**config.mk**
```make
export PLATFORM = sky130hd
export DESIGN_NAME = riscv_core_fetch_pc_gen_flat
export DESIGN_NICKNAME = d
export VERILOG_FILES = /design/src/rtl/riscv_core_fetch_pc_gen_if.sv /design/src/rtl/riscv_core_fetch_pc_gen.sv /design/src/flat_wrapper.sv
export SDC_FILE = /design/constraint.sdc
export NUM_CORES = 1
export LEC_CHECK = 0
export ABC_AREA = 0
export BUFFER_PORTS_ARGS = -buffer_cell sky130_fd_sc_hd__buf_2
export CAP_MARGIN = 20
export CORE_MARGIN = 1
export CORE_UTILIZATION = 45
export DETAILED_ROUTE_END_ITERATION = 16
export PLACE_DENSITY = 0.79
export SKIP_CTS_REPAIR_TIMING = 1
export SLEW_MARGIN = 20
export SYNTH_ARGS = -nofsm -noshare
export SYNTH_HDL_FRONTEND = slang
export SYNTH_SLANG_ARGS = --single-unit
```
**constraint.sdc**
```tcl
create_clock -name i_clk -period 3 [get_ports i_clk]
set_input_delay 0.6 -clock i_clk [delete_from_list [all_inputs] [get_ports i_clk]]
set_output_delay 0.6 -clock i_clk [all_outputs]
set_load 0.01 [all_outputs]
```
**src/rtl/riscv_core_fetch_pc_gen_if.sv**
```systemverilog
// Fetch PC generator bus: instruction-memory request, predictor lookup,
// EX redirect and the fetch-info stream toward decode.
interface riscv_core_fetch_pc_gen_if #(
  parameter int PC_LEN = 64
);
  logic [PC_LEN-1:0] o_if_pc;
  logic              o_fetch_req;
  logic              i_fetch_ack;
  logic              i_branch_valid;
  logic              i_branch_taken;
  logic [PC_LEN-1:0] i_branch_target;
  logic              i_ex_redirect;
  logic [PC_LEN-1:0] i_ex_redirect_pc;
  logic              o_id_valid;
  logic              i_id_ready;
  logic [PC_LEN-1:0] o_id_pc;
  logic [PC_LEN-1:0] o_id_pred_target;
  logic              o_id_pred_taken;
  logic [15:0]       o_flush_count;

  modport master (
    output o_if_pc, o_fetch_req, o_id_valid, o_id_pc, o_id_pred_target,
           o_id_pred_taken, o_flush_count,
    input  i_fetch_ack, i_branch_valid, i_branch_taken, i_branch_target,
           i_ex_redirect, i_ex_redirect_pc, i_id_ready
  );

  modport slave (
    input  o_if_pc, o_fetch_req, o_id_valid, o_id_pc, o_id_pred_target,
           o_id_pred_taken, o_flush_count,
    output i_fetch_ack, i_branch_valid, i_branch_taken, i_branch_target,
           i_ex_redirect, i_ex_redirect_pc, i_id_ready
  );
endinterface

```
**src/rtl/riscv_core_fetch_pc_gen.sv**
```systemverilog
// Fetch PC generator with a 2-entry registered fetch-info queue toward decode.
// Branch prediction is used only when RISCV_CORE_FETCH_PRED_EN is defined.
//
// state  | meaning
// S_BOOT | one cycle after reset, no fetch, PC = RESET_PC
// S_RUN  | fetching whenever the queue has room
// S_HOLD | queue full, fetch stalled until decode pops
module riscv_core_fetch_pc_gen #(
  parameter int                PC_LEN   = 64,
  parameter logic [PC_LEN-1:0] RESET_PC = PC_LEN'(64'h0000_0000_8000_0000),
  parameter int                Q_DEPTH  = 2
) (
  input  logic                         i_clk,
  input  logic                         i_rst_n,
  riscv_core_fetch_pc_gen_if.master    bus
);

  localparam logic [1:0] Q_FULL = 2'(Q_DEPTH);

  typedef enum logic [1:0] {S_BOOT, S_RUN, S_HOLD} state_t;

  state_t            r_state, w_state_nxt;
  logic [PC_LEN-1:0] r_if_pc, w_next_pc, w_seq_pc;
  logic              w_pred_taken, w_fetch_req, w_accept, w_pop;
  logic              r_hd_valid, r_hd_taken, r_q1_valid, r_q1_taken;
  logic [PC_LEN-1:0] r_hd_pc, r_hd_tgt, r_q1_pc, r_q1_tgt;
  logic [1:0]        w_count;
  logic              w_full;
  logic [15:0]       r_flush_cnt;

  assign w_seq_pc = r_if_pc + PC_LEN'(4);

`ifdef RISCV_CORE_FETCH_PRED_EN
  assign w_pred_taken = bus.i_branch_valid & bus.i_branch_taken;
  assign w_next_pc    = w_pred_taken ? (bus.i_branch_target & ~PC_LEN'(1)) : w_seq_pc;
`else
  logic w_pred_unused;
  assign w_pred_unused = ^{bus.i_branch_valid, bus.i_branch_taken, bus.i_branch_target};
  assign w_pred_taken  = 1'b0;
  assign w_next_pc     = w_seq_pc;
`endif

  assign w_count  = {1'b0, r_hd_valid} + {1'b0, r_q1_valid};
  assign w_full   = (w_count == Q_FULL);
  assign w_pop    = r_hd_valid & bus.i_id_ready & ~bus.i_ex_redirect;
  assign w_accept = w_fetch_req & bus.i_fetch_ack & ~bus.i_ex_redirect;

  always_ff @(posedge i_clk or negedge i_rst_n) begin
    if (!i_rst_n) r_state <= S_BOOT;
    else          r_state <= w_state_nxt;
  end

  always_comb begin
    w_state_nxt = r_state;
    w_fetch_req = 1'b0;
    case (r_state)
      S_BOOT: w_state_nxt = S_RUN;
      S_RUN: begin
        w_fetch_req = ~w_full & ~bus.i_ex_redirect;
        // The push that fills the last free slot moves us to HOLD
        if (w_fetch_req && bus.i_fetch_ack && !w_pop && (w_count == Q_FULL - 2'd1))
          w_state_nxt = S_HOLD;
      end
      S_HOLD: if (w_pop) w_state_nxt = S_RUN;
      default: w_state_nxt = S_BOOT;
    endcase
    if (bus.i_ex_redirect) w_state_nxt = S_RUN;
  end

  always_ff @(posedge i_clk or negedge i_rst_n) begin
    if (!i_rst_n) begin
      r_if_pc <= RESET_PC;
    end else if (bus.i_ex_redirect) begin
      r_if_pc <= bus.i_ex_redirect_pc & ~PC_LEN'(1);
    end else if (w_accept) begin
      r_if_pc <= w_next_pc;
    end
  end

  // Head register drives o_id_* directly; its payload is left untouched on
  // pop-to-empty and on flush so decode sees the last value held.
  always_ff @(posedge i_clk or negedge i_rst_n) begin
    if (!i_rst_n) begin
      r_hd_valid <= 1'b0;
      r_hd_pc    <= '0;
      r_hd_tgt   <= '0;
      r_hd_taken <= 1'b0;
      r_q1_valid <= 1'b0;
      r_q1_pc    <= '0;
      r_q1_tgt   <= '0;
      r_q1_taken <= 1'b0;
    end else if (bus.i_ex_redirect) begin
      r_hd_valid <= 1'b0;
      r_q1_valid <= 1'b0;
    end else if (w_pop) begin
      if (r_q1_valid) begin
        r_hd_pc    <= r_q1_pc;
        r_hd_tgt   <= r_q1_tgt;
        r_hd_taken <= r_q1_taken;
        r_q1_valid <= w_accept;
        if (w_accept) begin
          r_q1_pc    <= r_if_pc;
          r_q1_tgt   <= w_next_pc;
          r_q1_taken <= w_pred_taken;
        end
      end else if (w_accept) begin
        r_hd_pc    <= r_if_pc;
        r_hd_tgt   <= w_next_pc;
        r_hd_taken <= w_pred_taken;
      end else begin
        r_hd_valid <= 1'b0;
      end
    end else if (w_accept) begin
      if (!r_hd_valid) begin
        r_hd_valid <= 1'b1;
        r_hd_pc    <= r_if_pc;
        r_hd_tgt   <= w_next_pc;
        r_hd_taken <= w_pred_taken;
      end else begin
        r_q1_valid <= 1'b1;
        r_q1_pc    <= r_if_pc;
        r_q1_tgt   <= w_next_pc;
        r_q1_taken <= w_pred_taken;
      end
    end
  end

  always_ff @(posedge i_clk or negedge i_rst_n) begin
    if (!i_rst_n) begin
      r_flush_cnt <= '0;
    end else if (bus.i_ex_redirect && (r_flush_cnt != 16'hFFFF)) begin
      r_flush_cnt <= r_flush_cnt + 16'd1;
    end
  end

  assign bus.o_if_pc          = r_if_pc;
  assign bus.o_fetch_req      = w_fetch_req;
  assign bus.o_id_valid       = r_hd_valid;
  assign bus.o_id_pc          = r_hd_pc;
  assign bus.o_id_pred_target = r_hd_tgt;
  assign bus.o_id_pred_taken  = r_hd_taken;
  assign bus.o_flush_count    = r_flush_cnt;

endmodule

```
**src/flat_wrapper.sv**
```systemverilog
// flat-port wrapper written by rule: the top's interface ports become plain ports
module riscv_core_fetch_pc_gen_flat 
#(
  parameter int                PC_LEN   = 64,
  parameter logic [PC_LEN-1:0] RESET_PC = PC_LEN'(64'h0000_0000_8000_0000),
  parameter int                Q_DEPTH  = 2
)
  (i_clk, i_rst_n, bus_o_if_pc, bus_o_fetch_req, bus_o_id_valid, bus_o_id_pc, bus_o_id_pred_target, bus_o_id_pred_taken, bus_o_flush_count, bus_i_fetch_ack, bus_i_branch_valid, bus_i_branch_taken, bus_i_branch_target, bus_i_ex_redirect, bus_i_ex_redirect_pc, bus_i_id_ready);
  riscv_core_fetch_pc_gen_if #(.PC_LEN(PC_LEN)) bus_i ();
  input  logic i_clk;
  input  logic i_rst_n;
  output wire logic [$bits(bus_i.o_if_pc)-1:0] bus_o_if_pc;
  output wire logic [$bits(bus_i.o_fetch_req)-1:0] bus_o_fetch_req;
  output wire logic [$bits(bus_i.o_id_valid)-1:0] bus_o_id_valid;
  output wire logic [$bits(bus_i.o_id_pc)-1:0] bus_o_id_pc;
  output wire logic [$bits(bus_i.o_id_pred_target)-1:0] bus_o_id_pred_target;
  output wire logic [$bits(bus_i.o_id_pred_taken)-1:0] bus_o_id_pred_taken;
  output wire logic [$bits(bus_i.o_flush_count)-1:0] bus_o_flush_count;
  input wire logic [$bits(bus_i.i_fetch_ack)-1:0] bus_i_fetch_ack;
  input wire logic [$bits(bus_i.i_branch_valid)-1:0] bus_i_branch_valid;
  input wire logic [$bits(bus_i.i_branch_taken)-1:0] bus_i_branch_taken;
  input wire logic [$bits(bus_i.i_branch_target)-1:0] bus_i_branch_target;
  input wire logic [$bits(bus_i.i_ex_redirect)-1:0] bus_i_ex_redirect;
  input wire logic [$bits(bus_i.i_ex_redirect_pc)-1:0] bus_i_ex_redirect_pc;
  input wire logic [$bits(bus_i.i_id_ready)-1:0] bus_i_id_ready;
  assign bus_o_if_pc = bus_i.o_if_pc;
  assign bus_o_fetch_req = bus_i.o_fetch_req;
  assign bus_o_id_valid = bus_i.o_id_valid;
  assign bus_o_id_pc = bus_i.o_id_pc;
  assign bus_o_id_pred_target = bus_i.o_id_pred_target;
  assign bus_o_id_pred_taken = bus_i.o_id_pred_taken;
  assign bus_o_flush_count = bus_i.o_flush_count;
  assign bus_i.i_fetch_ack = bus_i_fetch_ack;
  assign bus_i.i_branch_valid = bus_i_branch_valid;
  assign bus_i.i_branch_taken = bus_i_branch_taken;
  assign bus_i.i_branch_target = bus_i_branch_target;
  assign bus_i.i_ex_redirect = bus_i_ex_redirect;
  assign bus_i.i_ex_redirect_pc = bus_i_ex_redirect_pc;
  assign bus_i.i_id_ready = bus_i_id_ready;
  riscv_core_fetch_pc_gen #(.PC_LEN(PC_LEN), .RESET_PC(RESET_PC), .Q_DEPTH(Q_DEPTH)) u_core (.i_clk(i_clk), .i_rst_n(i_rst_n), .bus(bus_i));
endmodule
```
==> results of run 1 <==
## registers in the layout (all words and copies together), names as in the netlist
name                         flops
u_core.bus.o_flush_count        16
u_core.bus.o_id_pc              62
u_core.bus.o_id_pred_target     63
u_core.bus.o_if_pc              63
u_core.r_q1_valid                1
u_core.r_state                   2
u_core.r_q1_tgt                 63
u_core.r_q1_pc                  62
u_core.bus.o_id_valid            1
## cells in the final DEF (no fill, tap or decap), drive strengths merged, types with 18 or more instances in the layout
master,instances
nand2,485
clkbuf,53
nor3,26
nand3,45
nor2,142
a21o,18
buf,365
dfrtp,332
a22oi,53
a21oi,34
xnor2,44
o21ai,179
xor2,23
nand4,34
nor4,28
a31oi,70
inv,19
## area by class of cell
type                       count  area (sq um)
fill                        3040         15400
inverter                      18          67.6
timing repair buffer         365          2200
multi-input combinational   1309          6920
antenna                        2          5.00
sequential                   333          8330
clock inverter                15           178
tap                          455           569
clock buffer                  53          1080
## critical path, cell delays in order (launching register included)
cell                       delay, ns
sky130_fd_sc_hd__dfrtp_1        0.46
sky130_fd_sc_hd__ha_1           0.29
sky130_fd_sc_hd__nand3_1        0.21
sky130_fd_sc_hd__buf_4          0.23
sky130_fd_sc_hd__nor2_1         0.21
sky130_fd_sc_hd__and4_1         0.58
sky130_fd_sc_hd__nand4_1        0.30
sky130_fd_sc_hd__or3_1          0.38
sky130_fd_sc_hd__o211ai_1       0.10
## power breakdown
| part | internal (mW) | switching, mW | total (mW) |
|---|---|---|---|
| sequential | 5.36 | 0.623 | 5.99 |
| clock | 2.78 | 1.93 | 4.71 |
| combinational | 1.15 | 1.70 | 2.85 |
## worst max path at each step
stage,endpoint,slack [ns],cells after the start
2_1_floorplan,u_core.bus.o_if_pc[60]$_DFFE_PN0P_,0.42,8
3_3_place_gp,u_core.bus.o_id_pred_target[30]$_DFFE_PN0P_,0.11,7
3_5_place_dp,u_core.bus.o_id_pred_target[22]$_DFFE_PN0P_,0.04,7
4_1_cts,u_core.bus.o_if_pc[62]$_DFFE_PN0P_,0.16,8
5_1_grt,u_core.bus.o_if_pc[62]$_DFFE_PN0P_,0.003,8
6_report,u_core.bus.o_if_pc[62]$_DFFE_PN0P_,0.14,8
## cells by family after synthesis
group	count (synthesis)	share of synthesized area, %
simple gates	830	23.3
fa+ha+maj	3	0.235
compound gates	400	15.3
buf+inv	191	4.94
other cells	1	0.0235
xor+xnor	67	3.68
mux	5	0.329
flops	333	52.2
## layer usage
metal  part of all wire, %  global-route usage, %  wire length [um]
met2                    46                   43.1             23200
met5                 0.016                      0                 8
met3                    10                   6.55              5130
met4                   3.7                   11.1              1870
met1                    41                   38.5             20800
## stage by stage
stage          area, sq um  power [mW]  cells
2_1_floorplan        16000        7.49   1833
3_3_place_gp         18100        8.75   2480
3_5_place_dp         18100        8.88   2480
4_1_cts              19300        13.6   2548
5_1_grt              19400        14.2   2550
6_report             19400        13.6   2550
==> parameters.txt, run 1 <==
Parameter                              Value

Run status
  Outcome    completed

STA
  Final hold slack    ~0.0010 ns
  Unrepaired setup endpoints after global routing    false
  Clock tree skew after final layout    roughly 0.024 ns
  Fin Setup TNS    0 ns
  Fmax    roughly 350 MHz
  Count of endpoints failing setup in the final report    0
  Worst-case headroom to the max-slew limit    32.2%
  Measured slew at the worst slew-check pin    ~1.0 ns
  Time the final worst path needs with I/O delays and setup    2.86 ns
  Final worst path period share    between 90% and 100%
  Slew Limit Fails    0
  Final worst setup slack    ~0.14 ns
  Final hold violations    0

Layout
  Signed area change from the synthesized netlist to the final layout    21.3%
  Final nets    between 2000 and 2500
  Fraction of final layout cells sized beyond drive strength 1    around 22%
  Post-layout util    around 56%

Worst setup path
  Largest driver fanout on the critical path    7
  Worst EP required    around 3.4 ns
  Source of the critical timing path    u_core.bus.o_if_pc[3]$_DFFE_PN0P_
  Startpoint of the worst-slack reg-to-reg timing path    u_core.bus.o_if_pc[3]$_DFFE_PN0P_
  Number of cells on the worst reg-to-reg path    8
  Crit path launch type    register
  Endpoint arrival time on the critical path    roughly 3.3 ns
  R2r setup slk    0.14 ns
  Worst Setup Path Type    register to register
  Crit path capture type    register
  Critical R2R Capture    u_core.bus.o_if_pc[62]$_DFFE_PN0P_

Synthesis
  Synth Warn #    0
  EDFF count, synth    0
  Top_reg_cell synth    sky130_fd_sc_hd__dfrtp_1
  Biggest area contributors in the synthesized netlist    sky130_fd_sc_hd__dfrtp_1, sky130_fd_sc_hd__nand2_1, sky130_fd_sc_hd__o21ai_0
  Most common cell in the synthesized netlist    sky130_fd_sc_hd__nand2_1
  Post-synthesis sequential area ratio    52.2%
  Flops & latches, synth    approximately 330
  Fraction of registers with async set or reset after synthesis    100%
  Area fraction of the dominant cell type after synthesis    between 50% and 60%
  Mapped Cells    ~1800
  Number of distinct library cell variants in the gate-level netlist after synthesis    68
  Largest area contributor in the netlist    sky130_fd_sc_hd__dfrtp_1
  Average cell area after synthesis    around 8.7 sq um
  Top cells by count, synth    sky130_fd_sc_hd__nand2_1, sky130_fd_sc_hd__dfrtp_1, sky130_fd_sc_hd__o21ai_0, sky130_fd_sc_hd__nor2_1, sky130_fd_sc_hd__clkbuf_1
  Netlist Area Pre-Place    0.0160 sq mm

Clocking
  H-tree Lvls    2
  Cell at the root of the clock tree    sky130_fd_sc_hd__clkbuf_16
  CTS Buf Count    38
  Clock-pin slew reported for the worst setup and hold paths after clock tree synthesis    about 0.060 ns
  Clock latency on the worst-skew pair    0.54 ns
  Num Clock Sinks    ~330
  TritonCTS clock tree    built
  Buffer depth of the longest clock path    3

Global routing
  GRT overflow    0
  Overall fraction of global-route tracks in use    roughly 28%
  Global-route wire length before repair    between 70000 and 80000 um
  Pin count of the biggest net entering global routing    about 190
  Number of antenna violations at the first check in global routing    3
  Number of global-route vias before repair    between 10000 and 15000

Detailed routing
  First-pass DRT Iterations    6
  Average via count per standard cell    between 5 and 6
  Number of design rule violations left after detail routing    0
  Starting DRT DRC Count    around 1300
  Total length of routed wires    between 50000 and 60000 um
  Detailed-route via count    around 15000
  Post-route antenna net violation count    0
  WL/cell    20.0 um

Floorplan
  Overall die area    0.0362 sq mm
  Number of cell rows    68
  Die Wd    between 150 and 200 um
  Number of top-level design ports    roughly 350
  Initial standard-cell utilization of the core    between 40% and 50%
  Core ar.    0.0347 sq mm
  Height of the die    190 um

Power and ir drop
  Highest ir drop seen on vdd    approximately 0.42 mV
  Total power density per cell area    between 700 and 800 mW/mm^2
  Static power due to leakage    9.18 nW

Run
  Max_cap viols    0

Worst hold path
  Hold WC Path Type    input pin to asynchronous set/reset pin

Placed design
  DPL Wire Length    between 30000 and 40000 um
  GP Congestion    ~0.90
  Input/output buffers    around 270
  Worst setup slack before clock tree synthesis    about 0.042 ns
Note: power is estimated with default switching activity, not from simulation.
==> inputs of run 2 (changes only) <==
--- a/config.mk
+++ b/config.mk
@@ -11,7 +11,8 @@
 export CORE_MARGIN = 1
 export CORE_UTILIZATION = 45
 export DETAILED_ROUTE_END_ITERATION = 16
-export PLACE_DENSITY = 0.79
+export GPL_TIMING_DRIVEN = 0
+export PLACE_DENSITY = 0.66
 export SKIP_CTS_REPAIR_TIMING = 1
 export SLEW_MARGIN = 20
 export SYNTH_ARGS = -nofsm -noshare
==> run 2 against run 1 <==
Effect of this change:
- worst hold slack improved by 0.0056 ns
- global-route usage rose by 4.7 points
- non-clock buffer count rose by 91
- sequential power rose by 0.7%
- critical path type unchanged
- largest power group unchanged
==> parameters.txt, run 2 (synthesis results as in run 1) <==
Parameter                              Value

Run status
  Outcome    completed

Power and ir drop
  Portion of total power attributed to combinational logic    about a fifth
  Total chip power    ~14 mW
  Switch Pwr    approximately 4.3 mW
  Part of the power in the clock network    34.6%
  Static power due to leakage    9.25 nW
  Total power density per cell area    just under 700 mW/mm^2
  Switching part of the total power    between 30% and 40%
  Highest ir drop seen on vdd    roughly 0.46 mV
  Part of the power in registers    44.5%
  Internal power consumption    around 9.3 mW

Layout
  # fillers    roughly 3200
  Fraction of final layout cells sized beyond drive strength 1    a little over a fifth
  Commonest non-fill, non-tap cell in the layout    sky130_fd_sc_hd__nand2_1
  Number of non-filler instances in the completed layout    roughly 2600
  Post-layout util    56.3%
  Final nets    2293
  Most frequent cells in the layout    sky130_fd_sc_hd__nand2_1, sky130_fd_sc_hd__dfrtp_1, sky130_fd_sc_hd__buf_2, sky130_fd_sc_hd__o21ai_0, sky130_fd_sc_hd__nor2_1
  Antenna diodes    0
  Signed area change from the synthesized netlist to the final layout    22.5%

Global routing
  Overall fraction of global-route tracks in use    between 30% and 40%
  Pin count of the biggest net entering global routing    85
  Global route hottest layer    met2
  Number of global-route vias before repair    roughly 14000
  M3 GR Usage    between 8 and 9%
  Global-route track usage on met1    between 40% and 50%
  GRT overflow    0
  Global-route wire length before repair    88500 um
  Global-route met2 utilization    just under 50%
  Number of antenna violations at the first check in global routing    2

Floorplan
  Number of top-level design ports    346
  Height of the die    around 190 um
  Number of cell rows    68
  Core ar.    approximately 0.035 sq mm
  Overall die area    0.0362 sq mm
  Initial standard-cell utilization of the core    a little under half
  Die Wd    approximately 190 um

STA
  Final hold violations    0
  Fin Setup TNS    0 ns
  Fmax    roughly 340 MHz
  Final worst setup slack    ~0.076 ns
  Worst-case headroom to the max-slew limit    between 20% and 30%
  Clock tree skew after final layout    between 0.02 and 0.025 ns
  Measured slew at the worst slew-check pin    between 1 and 1.5 ns
  Time the final worst path needs with I/O delays and setup    2.92 ns
  Final worst path period share    just under 100%
  Count of endpoints failing setup in the final report    0
  Slew Limit Fails    0

Placed design
  Input/output buffers    ~270
  Number of placed instances, taps included    approximately 2600
  DPL Wire Length    between 40000 and 50000 um
  GP Congestion    between 0.9 and 1
  Worst setup slack before clock tree synthesis    -0.843 ns

Worst hold path
  Hold WC Path Type    input pin to asynchronous set/reset pin

Worst setup path
  Endpoint arrival time on the critical path    3.39 ns
  Crit path launch type    register
  Largest driver fanout on the critical path    9
  Crit path capture type    register
  Worst Setup Path Type    register to register
  Worst EP required    roughly 3.5 ns

Detailed routing
  First-pass DRT Iterations    6
  Number of design rule violations left after detail routing    0
  Detailed-route via count    about 16000
  Post-route antenna net violation count    0
  Average via count per standard cell    around 5.9
  Total length of routed wires    ~60000 um
  WL/cell    22.8 um
  Starting DRT DRC Count    1750

Clocking
  TritonCTS clock tree    built
  CTS Buf Count    37
  Buffer depth of the longest clock path    3
  H-tree Lvls    2
  Cell at the root of the clock tree    sky130_fd_sc_hd__clkbuf_16
  Clock-pin slew reported for the worst setup and hold paths after clock tree synthesis    around 0.06 ns
  Clock latency on the worst-skew pair    0.53 ns
  Num Clock Sinks    between 300 and 400

Run
  Max_cap viols    0
-- run 2: cell count changes in the layout (fill, tap and decap cells not counted), moves of 3 or more --
cell and delta:
sky130_fd_sc_hd__clkbuf_4 +3, sky130_fd_sc_hd__buf_4 -63, sky130_fd_sc_hd__nor4_2 +3, sky130_fd_sc_hd__buf_12 -10, sky130_fd_sc_hd__buf_1 +6, sky130_fd_sc_hd__nor4_4 +4
sky130_fd_sc_hd__buf_2 +27, sky130_fd_sc_hd__clkbuf_2 +31, sky130_fd_sc_hd__clkbuf_1 +91, sky130_fd_sc_hd__nor4_1 -7, sky130_fd_sc_hd__buf_16 +4
-- run 2: layer usage --
| metal | routed length [um] | share of wire (%) |
|---|---|---|
| met3 | 6740 | 11 |
| met2 | 26800 | 45 |
| met1 | 23800 | 40 |
| met4 | 2820 | 4.7 |
| met5 | 12 | 0.020 |
-- run 2: per-stage QoR --
step | instance area [sq um] | hold WS, ns
6_report | 19500 | 0.00666
2_1_floorplan | 16000 | 0.304
3_3_place_gp | 17900 | 0.453
3_5_place_dp | 18000 | 0.458
4_1_cts | 19300 | 0.0355
5_1_grt | 19500 | 0.0472
-- run 2: final cells by class --
class	count	area, sq um	share of cell area [%]
Clock inverter	13	153	0.781
Buffer	167	752	3.85
Sequential cell	333	8330	42.7
Multi-Input combinational cell	1309	6990	35.8
Clock buffer	53	1090	5.57
Tap cell	455	569	2.91
Inverter	18	67.6	0.346
Timing Repair Buffer	289	1590	8.13
-- run 2: final timing paths --
kind / depth (start not counted) / slack [ns] / end / from
max reg2reg: 7 / 0.08 / u_core.bus.o_id_pred_target[36]$_DFFE_PN0P_ / u_core.bus.o_if_pc[2]$_DFFE_PN0P_
max in group asynchronous: 3 / 1.94 / u_core.r_q1_pc[46]$_DFFE_PN0P_ / i_rst_n
min: 1 / 0.007 / u_core.bus.o_id_pred_target[39]$_DFFE_PN0P_ / i_rst_n
max: 7 / 0.08 / u_core.bus.o_id_pred_target[36]$_DFFE_PN0P_ / u_core.bus.o_if_pc[2]$_DFFE_PN0P_
min in group i_clk: 3 / 0.30 / u_core.bus.o_if_pc[32]$_DFFE_PN0P_ / bus_i_ex_redirect_pc[32]
min reg2reg: 1 / 0.47 / u_core.bus.o_id_pred_target[21]$_DFFE_PN0P_ / u_core.bus.o_id_pred_target[21]$_DFFE_PN0P_
-- run 2: critical path: stages, from the launching register on --
cell                      delay [ns]
sky130_fd_sc_hd__dfrtp_1        0.54
sky130_fd_sc_hd__ha_1           0.32
sky130_fd_sc_hd__nand3_2        0.22
sky130_fd_sc_hd__or3_1          0.54
sky130_fd_sc_hd__nor4_4         0.44
sky130_fd_sc_hd__nand3_1        0.24
sky130_fd_sc_hd__or4_1          0.45
sky130_fd_sc_hd__nand3_1        0.09
-- run 2: power by group through the flow --
stage                     Clock [mW]  Combinational (mW)  Sequential (mW)
after floorplan                    0                1.31             6.18
after global placement             0                2.74             6.04
after detailed placement           0                2.82             6.06
after CTS                       4.70                2.83             5.99
after global routing            4.88                3.12             6.13
final                           4.68                2.83             6.03
